$ cat src/rtl/serial_arith_pkg.sv
// Shared mode codes, FSM state encoding and carry-seed helper for the serial arithmetic unit.
package serial_arith_pkg;

  localparam logic [1:0] MODE_PASS = 2'b00;
  localparam logic [1:0] MODE_NEG  = 2'b01;
  localparam logic [1:0] MODE_ADD  = 2'b10;
  localparam logic [1:0] MODE_SUB  = 2'b11;

  typedef enum logic {
    ST_IDLE = 1'b0,
    ST_RUN  = 1'b1
  } state_t;

  // NEG and SUB form a two's complement, so they start with the +1 already in the carry.
  function automatic logic carry_init(input logic [1:0] m);
    return (m == MODE_NEG) || (m == MODE_SUB);
  endfunction

endpackage

$ cat src/rtl/serial_full_adder.sv
// One-bit combinational full adder used as the serial datapath core.
module serial_full_adder (
  input  logic i_x,
  input  logic i_y,
  input  logic i_cin,
  output logic o_sum,
  output logic o_cout
);

  assign o_sum  = i_x ^ i_y ^ i_cin;
  assign o_cout = (i_x & i_y) | (i_cin & (i_x ^ i_y));

endmodule

$ cat src/rtl/serial_arith_unit.sv
// LSB-first bit-serial PASS/NEG/ADD/SUB unit with word framing, stall, done strobe and flags.
// state | meaning
// IDLE  | no word in progress; start&bit_valid loads bit 0
// RUN   | bits 1..WIDTH-1 outstanding; bit_valid advances, start&bit_valid restarts
module serial_arith_unit
  import serial_arith_pkg::*;
#(
  parameter int WIDTH = 8
) (
  input  logic       clk,
  input  logic       rst,
  input  logic       start,
  input  logic [1:0] mode,
  input  logic       bit_valid,
  input  logic       bit_a,
  input  logic       bit_b,
  output logic       bit_out,
  output logic       out_valid,
  output logic       busy,
  output logic       done,
  output logic       carry_out,
  output logic       overflow
);

  localparam int CNT_W = (WIDTH > 2) ? $clog2(WIDTH) : 1;
  localparam logic [CNT_W-1:0] CNT_LAST = CNT_W'(WIDTH - 1);

  state_t           r_state;
  state_t           w_state_nxt;
  logic [CNT_W-1:0] r_cnt;
  logic [1:0]       r_mode;
  logic             r_carry;
  logic             r_bit_out, r_out_valid, r_busy, r_done, r_carry_out, r_overflow;

  logic       w_accept_start, w_bit_en, w_last;
  logic [1:0] w_mode;
  logic       w_x, w_y, w_cin, w_sum, w_cout;

  assign w_accept_start = start & bit_valid;
  assign w_bit_en       = bit_valid & (start | (r_state == ST_RUN));
  assign w_last         = bit_valid & ~start & (r_state == ST_RUN) & (r_cnt == CNT_LAST);
  // Bit 0 must use the mode on the port; the latched copy is only valid from bit 1 on.
  assign w_mode         = w_accept_start ? mode : r_mode;
  assign w_cin          = w_accept_start ? carry_init(mode) : r_carry;

  always_comb begin
    w_x = bit_a;
    w_y = 1'b0;
    case (w_mode)
      MODE_NEG: begin
        w_x = 1'b0;
        w_y = ~bit_a;
      end
      MODE_ADD: w_y = bit_b;
      MODE_SUB: w_y = ~bit_b;
      default:  w_y = 1'b0;
    endcase
  end

  serial_full_adder u_fa (
    .i_x   (w_x),
    .i_y   (w_y),
    .i_cin (w_cin),
    .o_sum (w_sum),
    .o_cout(w_cout)
  );

  always_comb begin
    w_state_nxt = r_state;
    if (w_accept_start) begin
      w_state_nxt = ST_RUN;
    end else if (w_last) begin
      w_state_nxt = ST_IDLE;
    end
  end

  always_ff @(posedge clk or negedge rst) begin
    if (!rst) begin
      r_state     <= ST_IDLE;
      r_cnt       <= '0;
      r_mode      <= MODE_PASS;
      r_carry     <= 1'b0;
      r_bit_out   <= 1'b0;
      r_out_valid <= 1'b0;
      r_busy      <= 1'b0;
      r_done      <= 1'b0;
      r_carry_out <= 1'b0;
      r_overflow  <= 1'b0;
    end else begin
      r_state     <= w_state_nxt;
      r_out_valid <= w_bit_en;
      r_done      <= w_last;
      r_busy      <= (w_state_nxt == ST_RUN);
      if (w_bit_en) begin
        r_bit_out <= w_sum;
        r_carry   <= w_cout;
        if (w_accept_start) begin
          r_cnt <= CNT_W'(1);
        end else if (w_last) begin
          r_cnt <= '0;
        end else begin
          r_cnt <= r_cnt + CNT_W'(1);
        end
      end
      if (w_accept_start) begin
        r_mode      <= mode;
        r_carry_out <= 1'b0;
        r_overflow  <= 1'b0;
      end else if (w_last) begin
        r_carry_out <= w_cout;
        r_overflow  <= w_cin ^ w_cout;
      end
    end
  end

  assign bit_out   = r_bit_out;
  assign out_valid = r_out_valid;
  assign busy      = r_busy;
  assign done      = r_done;
  assign carry_out = r_carry_out;
  assign overflow  = r_overflow;

endmodule
$ cat config.mk
export PLATFORM = sky130hd
export DESIGN_NAME = serial_arith_unit
export DESIGN_NICKNAME = d
export VERILOG_FILES = /design/src/rtl/serial_arith_pkg.sv /design/src/rtl/serial_full_adder.sv /design/src/rtl/serial_arith_unit.sv
export SDC_FILE = /design/constraint.sdc
export NUM_CORES = 1
export LEC_CHECK = 0
export ABC_AREA = 1
export CAP_MARGIN = 20
export CORE_UTILIZATION = 28
export CTS_BUF_LIST = sky130_fd_sc_hd__clkbuf_8
export CTS_CLUSTER_SIZE = 25
export DETAILED_ROUTE_END_ITERATION = 8
export HOLD_SLACK_MARGIN = 0.06
export PLACE_DENSITY = 0.53
export REMOVE_ABC_BUFFERS = 1
export SYNTH_ARGS = -nofsm -noshare
export SYNTH_HDL_FRONTEND = slang
export SYNTH_SLANG_ARGS = --single-unit
$ cat constraint.sdc
create_clock -name clk -period 1.6 [get_ports clk]
set_clock_uncertainty 0.05 [all_clocks]
set_input_delay 0.24 -clock clk [delete_from_list [all_inputs] [get_ports clk]]
set_output_delay 0.24 -clock clk [all_outputs]
set_load 0.02 [all_outputs]
=== Word-level counts from Yosys, hierarchy flattened ===
Cells that the tools add are included.

* Bitwise logic cells: 15
* Reduce and logical (&&, ||, !) cells: 2
* Equal/unequal tests: 6
* Add/subtract/negate cells: 1
* Muxes and demuxes: 12

{| class="wikitable"
|+ Operators by type and width
! operator !! number
|-
| 2-to-1 mux 1 bit || 8
|-
| bitwise AND 1 bit || 7
|-
| equality test 2 bit (second input constant) || 3
|-
| 2-to-1 mux 3 bit || 2
|-
| equality test 2 x 1 -> 1 bit (second input constant) || 2
|-
| adder 3 x 1 -> 3 bit (second input constant) || 1
|-
| equality test 3 bit (second input constant) || 1
|-
| inverter 1 bit || 3
|-
| one-hot mux 1 bit (3 select lines) || 1
|-
| bitwise XOR 1 bit || 3
|-
| 2-to-1 mux 2 bit || 1
|-
| bitwise OR 1 bit || 2
|-
| nonzero test 2 bit || 1
|-
| logical OR 1 bit || 1
|}

* Logic and storage cells: 45
* Register bits: 12
* Output and inout port bits: 6
* Bits of input ports: 8

=== Longest topological paths before layout ===
Gate-level depths: netlist of run 1.

* Word-level depth: 10
* Depth in mapped cells: 12
* Depth with buffers taken out: 12

=== By module ===
A second synthesis of run 1 with hierarchy kept.

* Cell total of the unflattened synthesis: 72
* Area total of the unflattened synthesis: 609.3 µm²

{| class="wikitable"
|+ By module, submodules not included
! module !! seq. area each (µm²) !! times used !! cells an instance !! area each (µm²)
|-
| serial_arith_unit || 300.3 || 1 || 71 || 589.3
|-
| serial_full_adder || 0.0 || 1 || 1 || 20.0
|}

=== Worst setup path before layout of run 1 ===
No wires, ideal clock.

* Path type: reg-to-reg
* Start point: register r_mode[1]
* End point: register r_overflow, in the netlist overflow
* Data arrival time: 1353 ps
* Buffers on the path: 0
* Slack: 80 ps
* Cell stages (with the launch flop): 10
* Setup time: 117 ps
* Period minus slack after synthesis: 1520 ps
* Required time: 1433 ps
* Cells stage by stage: dfrtp_1 -> inv_1 -> nand2_2 -> nand2_1 -> a21boi_0 -> fa_1 -> inv_1 -> nand3_1 -> nand3_1 -> nand2_1

* Word-level cells in the longest chain between the ends: 9
* Elaborated cells on any way between the ends: 13
* Those cells by class: 3 x eq/ne; 5 x mux; 5 x bitwise

{| class="wikitable"
|+ Ends and longest elaborated chain
! what !! RTL line !! RTL
|-
| from (decl) || serial_arith_unit.sv:31 || <nowiki>logic [1:0] r_mode;</nowiki>
|-
| from (signal assigned) || serial_arith_unit.sv:106 || <nowiki>r_mode <= mode;</nowiki>
|-
| 2-to-1 mux 2 bit (*) || -- ||
|-
| equality test 2 bit / equality test 2 x 1 -> 1 bit (equally long branches) || serial_arith_unit.sv:49 || <nowiki>case (w_mode)</nowiki>
|-
| one-hot mux 1 bit (3 select lines) / 2-to-1 mux 1 bit (equally long branches) || serial_arith_unit.sv:49 ||
|-
| bitwise XOR 1 bit || serial_full_adder.sv:11 || <nowiki>assign o_cout = (i_x & i_y) | (i_cin & (i_x ^ i_y));</nowiki>
|-
| bitwise AND 1 bit || serial_full_adder.sv:11 ||
|-
| bitwise OR 1 bit (*) || serial_full_adder.sv:11 ||
|-
| net u_fa.o_cout || serial_full_adder.sv:7 || <nowiki>output logic o_cout</nowiki>
|-
| bitwise XOR 1 bit (*) || serial_arith_unit.sv:111 || <nowiki>r_overflow <= w_cin ^ w_cout;</nowiki>
|-
| 2-to-1 mux 1 bit (*) || serial_arith_unit.sv:109 || <nowiki>end else if (w_last) begin</nowiki>
|-
| 2-to-1 mux 1 bit (*) || serial_arith_unit.sv:105 || <nowiki>if (w_accept_start) begin</nowiki>
|-
| to (signal assigned) || serial_arith_unit.sv:111 ||
|-
| to (decl) || serial_arith_unit.sv:33 || <nowiki>logic r_bit_out, r_out_valid, r_busy, r_done, r_carry_out, r_overflow;</nowiki>
|}

The timed path passes the listed nets; every way through them passes the cells marked *. The select of a mux whose other input is x is not followed.
A chain may end at the register's enable or synchronous reset.

=== Worst setup path in the final report of run 1 ===
* Start point: register r_busy, in the netlist busy
* End point: output busy

{| class="wikitable"
|+ RTL lines
! what !! RTL line !! RTL
|-
| from (decl) || serial_arith_unit.sv:33 ||
|-
| from (signal assigned) || serial_arith_unit.sv:93 || <nowiki>r_busy <= (w_state_nxt == ST_RUN);</nowiki>
|-
| to (decl) || serial_arith_unit.sv:19 || <nowiki>output logic busy,</nowiki>
|}

No word-level cell between the ends.

==> flow_metrics.py, run 1 <==
metrics = {
    "routing": {
        "wirelength_um": 1370,
        "drtAntennaViolNets": 0,
        "first_pass_iters": 4,
        "wl_per_cell_um": 11.4,
        "vias": 531,
        "viasPerCell": 4.43,
        "drc": 0,
        "drt_first_iter_violations": 10,
    },
    "yosys": {
        "syn-cell-area_um2": 603,
        "syn_inst": 68,
        "synth-seq-cells": 12,
        "yosysUniqueCellTypes": 17,
        "ys_warn_count": 0,
        "synth-main-ff-cell": "dfrtp_1",
        "yosysSeqAreaShare": 0.498,
        "synth_edf_count": 0,
        "async_flop_share": 1.00,
        "avgSynthCellArea_um2": 8.87,
    },
    "setup_path": {
        "r2r_slack_ns": 0.07,
        "arrival_ns": 1.27,
        "worst_r2r_startpoint": "r_mode[1]",
        "cpPeakStageDelay_ns": 0.63,
        "rr_worst_depth": 11,
        "startpoint_type": "flop",
        "crit_chain": "clkdlybuf4s50_1",
        "critPathCaptureType": "output port",
        "path_buf_inv": 1,
        "slowest_stage": "clkdlybuf4s50_1",
        "critPathTopFamily": "buffers and inverters",
        "r2r-end": "overflow",
        "cp.required_ns": 1.31,
        "cp_max_fo": 5,
        "path_class": "reg2out",
    },
    "clock_network": {
        "clk_latency_ns": 0.24,
        "h-tree-depth": 1,
        "cts.sinks": 12,
        "cts_tree": "done",
        "cts_setup_buffers": 0,
        "cts_buffer_depth": 2,
        "clk_pin_slew_ns": 0.05,
        "cts_root_buf": "clkbuf_8",
        "cts_buffers": 3,
    },
    "sta": {
        "drv_slew": 0,
        "tightest_slew_ns": 0.269,
        "hold_ws_ns": 0.259,
        "final_hold_viol_count": 0,
        "final.period_utilization": 0.974,
        "setup_viol": 0,
        "slew_headroom": 0.820,
        "rsz0062_at_grt": "true",
        "period_needed_ns": 1.56,
        "max_freq_mhz": 641,
        "setup_ws_ns": 0.0410,
    },
    "placement": {
        "gp_congestion": 0.690,
        "numPortBuffers": 13,
        "place_ws_ns": -0.532,
        "dp_hpwl_um": 921,
    },
    "floorplanning": {
        "initial_core_util": 0.301,
        "die_w_um": 48.4,
        "pin_count": 14,
        "die_y_um": 48.4,
        "rows": 16,
        "fp.dieArea_mm2": 0.00234,
        "core_mm2": 0.00200,
    },
    "global_route": {
        "grt_pass1_wl_um": 2240,
        "antenna_found_initial": 0,
        "grt.overflow.total": 0,
        "grt_max_degree": 13,
        "grt_pass1_vias": 545,
        "grt.total_usage": 0.129,
    },
    "final_layout": {
        "syn_to_final_growth_pct": 52.5,
        "final_cell_mix": "14 x nand2_1, 12 x dfrtp_1, 9 x clkdlybuf4s50_1, 8 x inv_1, 8 x buf_4",
        "layout.nets": 105,
        "final_common_cell": "nand2_1",
        "n_fill_cell": 215,
        "n_antenna_cell": 0,
        "drive_above_1_share": 0.344,
    },
    "power": {
        "power.leakage_uw": 0.000472,
        "finalPower_uw": 976,
        "ir_worst_vdd_mv": 0.440,
        "powerDensity_mw_per_mm2": 1060,
    },
    "job": {
        "maxCapViolCount": 0,
    },
    "outcome": {
        "status": "complete, no violations",
    },
    "min_path": {
        "min_path_type": "in2async",
    },
}
==> cell usage after synthesis (2+ instances only) <==
cell type	number	area (um^2)
dfrtp_1	12	300
ha_1	2	25.0
inv_1	9	33.8
nand2_1	16	60.1
nand2_2	3	18.8
nand3_1	11	55.1
nand4_1	2	12.5
nor2_1	2	7.51
o21ai_0	3	15.0
==> sequential cells by signal (all words and copies together) (netlist names) <==
register and flops:
r_cnt 3, r_mode 2, bit_out 1, busy 1
carry_out 1, done 1, out_valid 1, overflow 1
r_carry 1
==> area by class of cell <==
cell class	count	area, um^2	area share
Clock buffer	4	55.1	0.0599
Inverter	10	37.5	0.0408
Multi-Input combinational cell	45	304	0.331
Sequential cell	12	300	0.327
Tap cell	27	33.8	0.0367
Timing Repair Buffer	22	189	0.205
==> cell families (layout without fill, tap and decap cells) <==
family | Yosys count | in the layout | synth area share
compound gates | 6 | 6 | 0.0622
simple gates | 36 | 36 | 0.290
buf+inv | 11 | 36 | 0.0747
fa+ha+maj | 3 | 3 | 0.0747
flops | 12 | 12 | 0.498
==> what timing repair did <==
action | 4_1_cts | 5_1_grt
setup endpoints to repair | 4 | 3
pin swaps | 8 | 10
resized for setup | 14 | 9
hold buffers | 0 | 0
==> stage by stage <==
step,TNS [ns],area (um^2),utilization,cells
final,0,920,0.459,120
after global routing,-0.0188,920,0.459,120
after CTS,0,902,0.451,120
after detailed placement,-1.95,827,0.413,116
after global placement,-1.89,827,0.413,116
after floorplan,0,596,-,67
==> layer usage <==
metal / vias up / share of wire / global-route usage
met2: 15 / 0.50 / 0.209
met1: 245 / 0.45 / 0.155
met4: 0 / 0.0088 / 0.0588
met3: 2 / 0.037 / 0.0409
li1: 269 / - / -
met5: - / 0 / 0
==> how the worst max path moves through the flow <==
stage          startpoint       end  slack (ns)  cells after the start
3_5_place_dp        start  overflow       -0.53                     13
3_3_place_gp        start  overflow       -0.52                     13
2_1_floorplan   bit_valid  overflow       0.005                     11
6_report             busy      busy        0.04                      1
4_1_cts         bit_valid  overflow       0.003                     10
5_1_grt         r_mode[1]  overflow       -0.02                     11
==> power breakdown <==
part	total, uW	internal [uW]	leakage (uW)	switching (uW)
Combinational	281	135	0.000291	146
Clock	328	217	0.0000288	111
Sequential	367	344	0.000151	22.7
Total	976	696	0.000472	280
Note: power is estimated with default switching activity, not from simulation.
==> run 2: changes to the inputs <==
- GPL_ROUTABILITY_DRIVEN: unset -> 0
- SYNTH_HIERARCHICAL: unset -> 1
==> flow_metrics.py, run 2 <==
metrics = {
    "floorplanning": {
        "die_y_um": 48.7,
        "fp.dieArea_mm2": 0.00237,
        "rows": 16,
        "pin_count": 14,
        "core_mm2": 0.00200,
        "initial_core_util": 0.304,
        "die_w_um": 48.7,
    },
    "sta": {
        "setup_viol": 0,
        "tightest_slew_ns": 0.530,
        "final_hold_viol_count": 0,
        "rsz0062_at_grt": "false",
        "drv_slew": 0,
        "max_freq_mhz": 677,
        "slew_headroom": 0.645,
        "period_needed_ns": 1.48,
        "final.period_utilization": 0.923,
    },
    "final_layout": {
        "layout.nets": 107,
        "top_regs": "r_cnt x3, r_mode x2",
        "final_common_cell": "nand2_1",
        "finalInstanceArea_um2": 883,
        "drive_above_1_share": 0.253,
        "largest_register_ff_count": 3,
        "register_area_um2": 300,
        "n_antenna_cell": 0,
        "multi_input_area_um2": 277,
        "largest-register": "r_cnt",
        "n_fill_cell": 211,
        "stdcell_count": 122,
        "final_cell_mix": "17 x nand2_1, 13 x nand3_1, 12 x dfrtp_1",
        "syn_to_final_growth_pct": 45.0,
        "final_core_util": 0.441,
    },
    "setup_path": {
        "cp_max_fo": 2,
        "startpoint_type": "flop",
        "slowest_stage": "clkdlybuf4s50_1",
        "crit_chain": "clkdlybuf4s50_1",
        "cp.required_ns": 1.31,
        "path_class": "reg2out",
        "cpPeakStageDelay_ns": 0.60,
        "arrival_ns": 1.19,
        "path_buf_inv": 1,
        "critPathCaptureType": "output port",
        "critPathTopFamily": "buffers and inverters",
    },
    "routing": {
        "drt_first_iter_violations": 13,
        "wl_per_cell_um": 10.1,
        "viasPerCell": 4.43,
        "wl_met1_um": 553,
        "route.met3.wl_um": 46,
        "dr_wl_met2_um": 586,
        "vias": 541,
        "drc": 0,
        "drtAntennaViolNets": 0,
        "routed.top_layer": "met4",
        "first_pass_iters": 4,
        "wirelength_um": 1230,
    },
    "placement": {
        "dp_hpwl_um": 928,
        "dpl.cell_count": 116,
        "numPortBuffers": 13,
        "placed_area_um2": 796,
    },
    "clock_network": {
        "clk_pin_slew_ns": 0.05,
        "cts.sinks": 12,
        "h-tree-depth": 1,
        "postCtsHoldBufs": 0,
        "cts_buffer_depth": 2,
        "cts_root_buf": "clkbuf_8",
        "cts_tree": "done",
        "clk_latency_ns": 0.24,
        "cts_buffers": 3,
    },
    "global_route": {
        "grt_max_degree": 13,
        "grt_pass1_vias": 533,
        "grt.total_usage": 0.134,
        "grt.overflow.total": 0,
        "grt_pass1_wl_um": 2330,
        "antenna_found_initial": 0,
    },
    "power": {
        "power.leakage_uw": 0.000450,
        "powerDensity_mw_per_mm2": 1030,
        "ir_worst_vdd_mv": 0.372,
    },
    "yosys": {
        "synth_top_area_share": 0.493,
        "async_flop_share": 1.00,
        "yosysMostFrequentCell": "nand2_1",
        "synth_top_cell_by_area": "dfrtp_1",
        "synth-main-ff-cell": "dfrtp_1",
        "synthTopCellsByCount": "20 x nand2_1, 15 x nand3_1, 12 x dfrtp_1",
        "ys_warn_count": 6,
        "yosysUniqueCellTypes": 13,
        "synth-seq-cells": 12,
        "syn-cell-area_um2": 609,
        "synth_area_leaders": "dfrtp_1 49%, nand2_1 12%, nand3_1 12%",
        "syn_inst": 72,
        "yosysSeqAreaShare": 0.493,
        "synth_edf_count": 0,
        "avgSynthCellArea_um2": 8.46,
    },
    "outcome": {
        "status": "complete, no violations",
    },
    "job": {
        "maxCapViolCount": 0,
    },
    "min_path": {
        "min_path_type": "in2async",
    },
}
[run 2: cell types whose count changed after synthesis, sizes merged]
cell    previous run  this run
o21bai             1         0
nand2             20        22
o21ai              3         4
a21boi             1         0
a21oi              0         1
nand3             12        15
buf                1         2
inv               10         9
o211ai             1         0
[run 2: cell families (layout without fill, tap and decap cells)]
group,count (synthesis),after routing,share of synthesized area
and+or+nand+nor,41,41,0.300
DFF,12,12,0.493
buffers and inverters,11,34,0.0924
AOI/OAI and AO/OA,5,5,0.0410
adders and majority gates,3,3,0.0739
[run 2: what timing repair did]
item,in CTS,in global routing
setup endpoints to repair,4,5
buffers inserted,0,2
pin swaps,0,6
cloned,0,0
gates resized for setup,9,8
[run 2: cell type report]
type	count	area share
multi-input combinational	49	0.313
clock buffer	4	0.0623
sequential	12	0.340
tap	27	0.0382
timing repair buffer	21	0.208
inverter	9	0.0382
[run 2: final timing paths]
| path | startpoint | endpoint | slack [ns] | depth (start not counted) |
|---|---|---|---|---|
| setup / recovery | bit_out | bit_out | 0.12 | 1 |
| hold / removal | rst | done | 0.30 | 1 |
| setup reg to reg | r_mode[0] | bit_out | 0.14 | 8 |
| hold reg to reg | carry_out | carry_out | 0.46 | 2 |
| max in group asynchronous | rst | busy | 0.85 | 1 |
| min in group clk | bit_valid | r_mode[0] | 0.41 | 4 |
[run 2: report_power, final]
group / switching [uW] / internal, uW
sequential: 19.7 / 340
clock: 114 / 218
combinational: 114 / 104
total: 248 / 661
[run 2: routing by layer]
| metal | GRT usage | up-vias |
|---|---|---|
| met5 | 0 | - |
| met4 | 0.0980 | 0 |
| met3 | 0.0409 | 5 |
| met2 | 0.206 | 12 |
| met1 | 0.157 | 246 |
| li1 | - | 278 |
[run 2: metrics by stage]
stage / setup slack, ns / hold WS (ns) / setup TNS (ns) / total power [uW]
after CTS: 0.00752 / 0.316 / 0 / 912
final: 0.124 / 0.298 / 0 / 909
after global routing: 0.0233 / 0.358 / 0 / 972
after floorplan: 0.117 / -0.106 / 0 / 472
after detailed placement: -0.497 / 0.454 / -1.83 / 568
after global placement: -0.432 / 0.445 / -1.64 / 563
==> variant: new RTL, flow settings as in run 2 <==
`WIDTH`: 8 -> 4.
--- a/src/rtl/serial_arith_unit.sv
+++ b/src/rtl/serial_arith_unit.sv
@@ -6,5 +6,5 @@
   import serial_arith_pkg::*;
 #(
-  parameter int WIDTH = 8
+  parameter int WIDTH = 4
 ) (
   input  logic       clk,
Check against the original RTL: not equivalent (Yosys sat finds a counterexample within 10 cycles, from zero or initial values and one cycle with rst low).
==> variant against run 2 <==
  * Total power down 0.43%
  * Clock power down 21%
  * Wire length down 0.81%
  * Worst setup slack worse by 35 ps
  * Sequential power down 2%
  * Maximum frequency down 2.3%
  * Synthesized cell count down 11%
  * Count of clock-buffer cells in the layout down 1
  * Final area down 3.4%
  * Sequential cell count down 1
  * Area after synthesis down 13%
  * Largest power group unchanged
==> variant: results (changes against run 2) <==
Parameter                              Value

Yosys
  Most frequent cells after synthesis ... nand2_1, dfrtp_1, nand3_1, inv_1
  Count of yosys warnings during synthesis ... 6 (unchanged)
  Sequential area share after synthesis ... 52.0% (+2.7 points)
  Synthesized area per cell ... 8.27 um^2 (-2.3%)
  Post-synthesis cell type count ... 14 (+1)
  Primary flip-flop cell chosen by synthesis mapping ... dfrtp_1
  Most instantiated library cell after synthesis ... nand2_1
  Async S/R FF share, synth ... 100% (unchanged)
  Top cells by area in the synthesized netlist ... dfrtp_1, nand2_1, nand3_1

Global routing
  Wire length of the first global-routing pass ... 1820 um (-22%)
  Number of global-route vias before repair ... 442 (-17%)
  Maximum number of pins on one net before global-route repair ... 12 (-1)
  Antenna violations before repair ... 0 (unchanged)
  Total global routing track utilization ... 13.4% (-0.036 points)

Detailed routing
  Starting DRT DRC Count ... 4 (-9)
  Routed len/inst ... 10.7 um (+6.1%)
  Number of optimization iterations in the first detailed-route pass ... 4 (unchanged)
  Via count normalized by instance count ... 4.36 (-1.7%)

Pwr
  Power consumed by sequential cells ... 0.352 mW (-2%)
  Cell-internal power ... 0.629 mW (-4.9%)
  Relative contribution of sequential cells to total power ... 38.9% (-0.7 points)
  Proportion of power drawn by combinational gates ... 32.2% (+8.3 points)
  Maximum resistive drop on vdd ... 725 uV (+95%)
  Pleak ... 0.449 nW (-0.28%)

Min path
  Min-Delay Path Class ... in -> async

Place
  Port Buffers ... 13 (unchanged)
  Post-placement cell area ... 751 um^2 (-5.7%)
  Total half-perimeter wirelength after legalization and detailed placement ... 842 um (-9.2%)
  Placement Setup Slack ... -573 ps (-75.9 ps)

Layout
  Top flop regs ... r_cnt: 2 flops, r_mode: 2 flops
  Fill cell count ... 170 (-19%)
  Final Net Count ... 100 (-6.5%)
  Diodes inserted ... 0 (unchanged)
  Number of standard cells in the final layout excluding fillers ... 114 (-6.6%)
  Ratio of cells with drive above 1 in the final layout ... 34.8% (+9.6 points)

STA
  Worst slew pin tran ... 480 ps (-50.0 ps)

Clocking
  Cell at the root of the clock tree ... clkbuf_8
  Clock-pin slew on the worst setup and hold paths ... 50 ps (about the same)
  Total CTS buffers ... 3 (unchanged)
  H-Tree Depth ... 1 (unchanged)
  Clock insertion delay at the later pin of the skew report ... 240 ps (about the same)
  Clock buffer depth ... 2 (unchanged)

Outcome
  Outcome ... finished, final reports clean

Critical path
  Critical Path AT ... 1590 ps (+400 ps)
  Largest fanout on the critical path ... 4 (+2)
==> variant: changes by cell type after synthesis, moves of 2 or more <==
| cell | change |
|---|---|
| nand2_1 | +3 |
| nand3_1 | -5 |
| nand4_1 | -2 |
| buf_6 | -2 |
| inv_1 | -2 |
| inv_2 | +2 |
==> variant: critical path, stage by stage, from the launching register on <==
cell and delay (ps):
dfrtp_1 340, nand2_2 80, nand2_4 90, nand2_2 60
nand3_2 60, nand2_2 60, fa_2 360, inv_2 90
nand3_2 80, nand3_2 70, nand2_1 50
==> variant: cell families after synthesis <==
group / Yosys count / synth area share (%)
compound gates: 5 / 4.73
fa+ha+maj: 2 / 6.15
buf+inv: 9 / 6.38
flops: 11 / 52.0
simple gates: 37 / 30.7
==> variant: worst paths after layout <==
check,from,to,slack [ps],cells after the start
min reg2reg,bit_out,bit_out,430,2
min,rst,busy,280,1
max,r_mode[0],overflow,90,10
max reg2reg,r_mode[0],overflow,90,10
max in group asynchronous,rst,bit_out,890,1
min in group clk,start,done,320,3
==> variant: area by class of cell <==
cell class                 instances  area [um^2]  share of cell area (%)
clock buffer                       3         41.3                    4.84
sequential                        11          275                    32.3
clock inverter                     1         3.75                   0.440
inverter                           9         33.8                    3.96
tap                               25         31.3                    3.67
timing repair buffer              21          188                    22.0
multi-input combinational         44          280                    32.8
==> variant: timing repair <==
item / in CTS / in global routing
setup endpoints to repair: 4 / 3
gates resized for setup: 12 / 15
setup buffers: 0 / 0
pin swaps: 5 / 9
==> variant: routing by layer <==
metal  vias to the layer above  track usage (%)  share of wire (%)
met5                         -                0                  0
met4                         0             10.9                3.1
met3                         4             5.95                3.7
met2                        11             19.1                 49
met1                       232             15.2                 44
li1                        250                -                  -
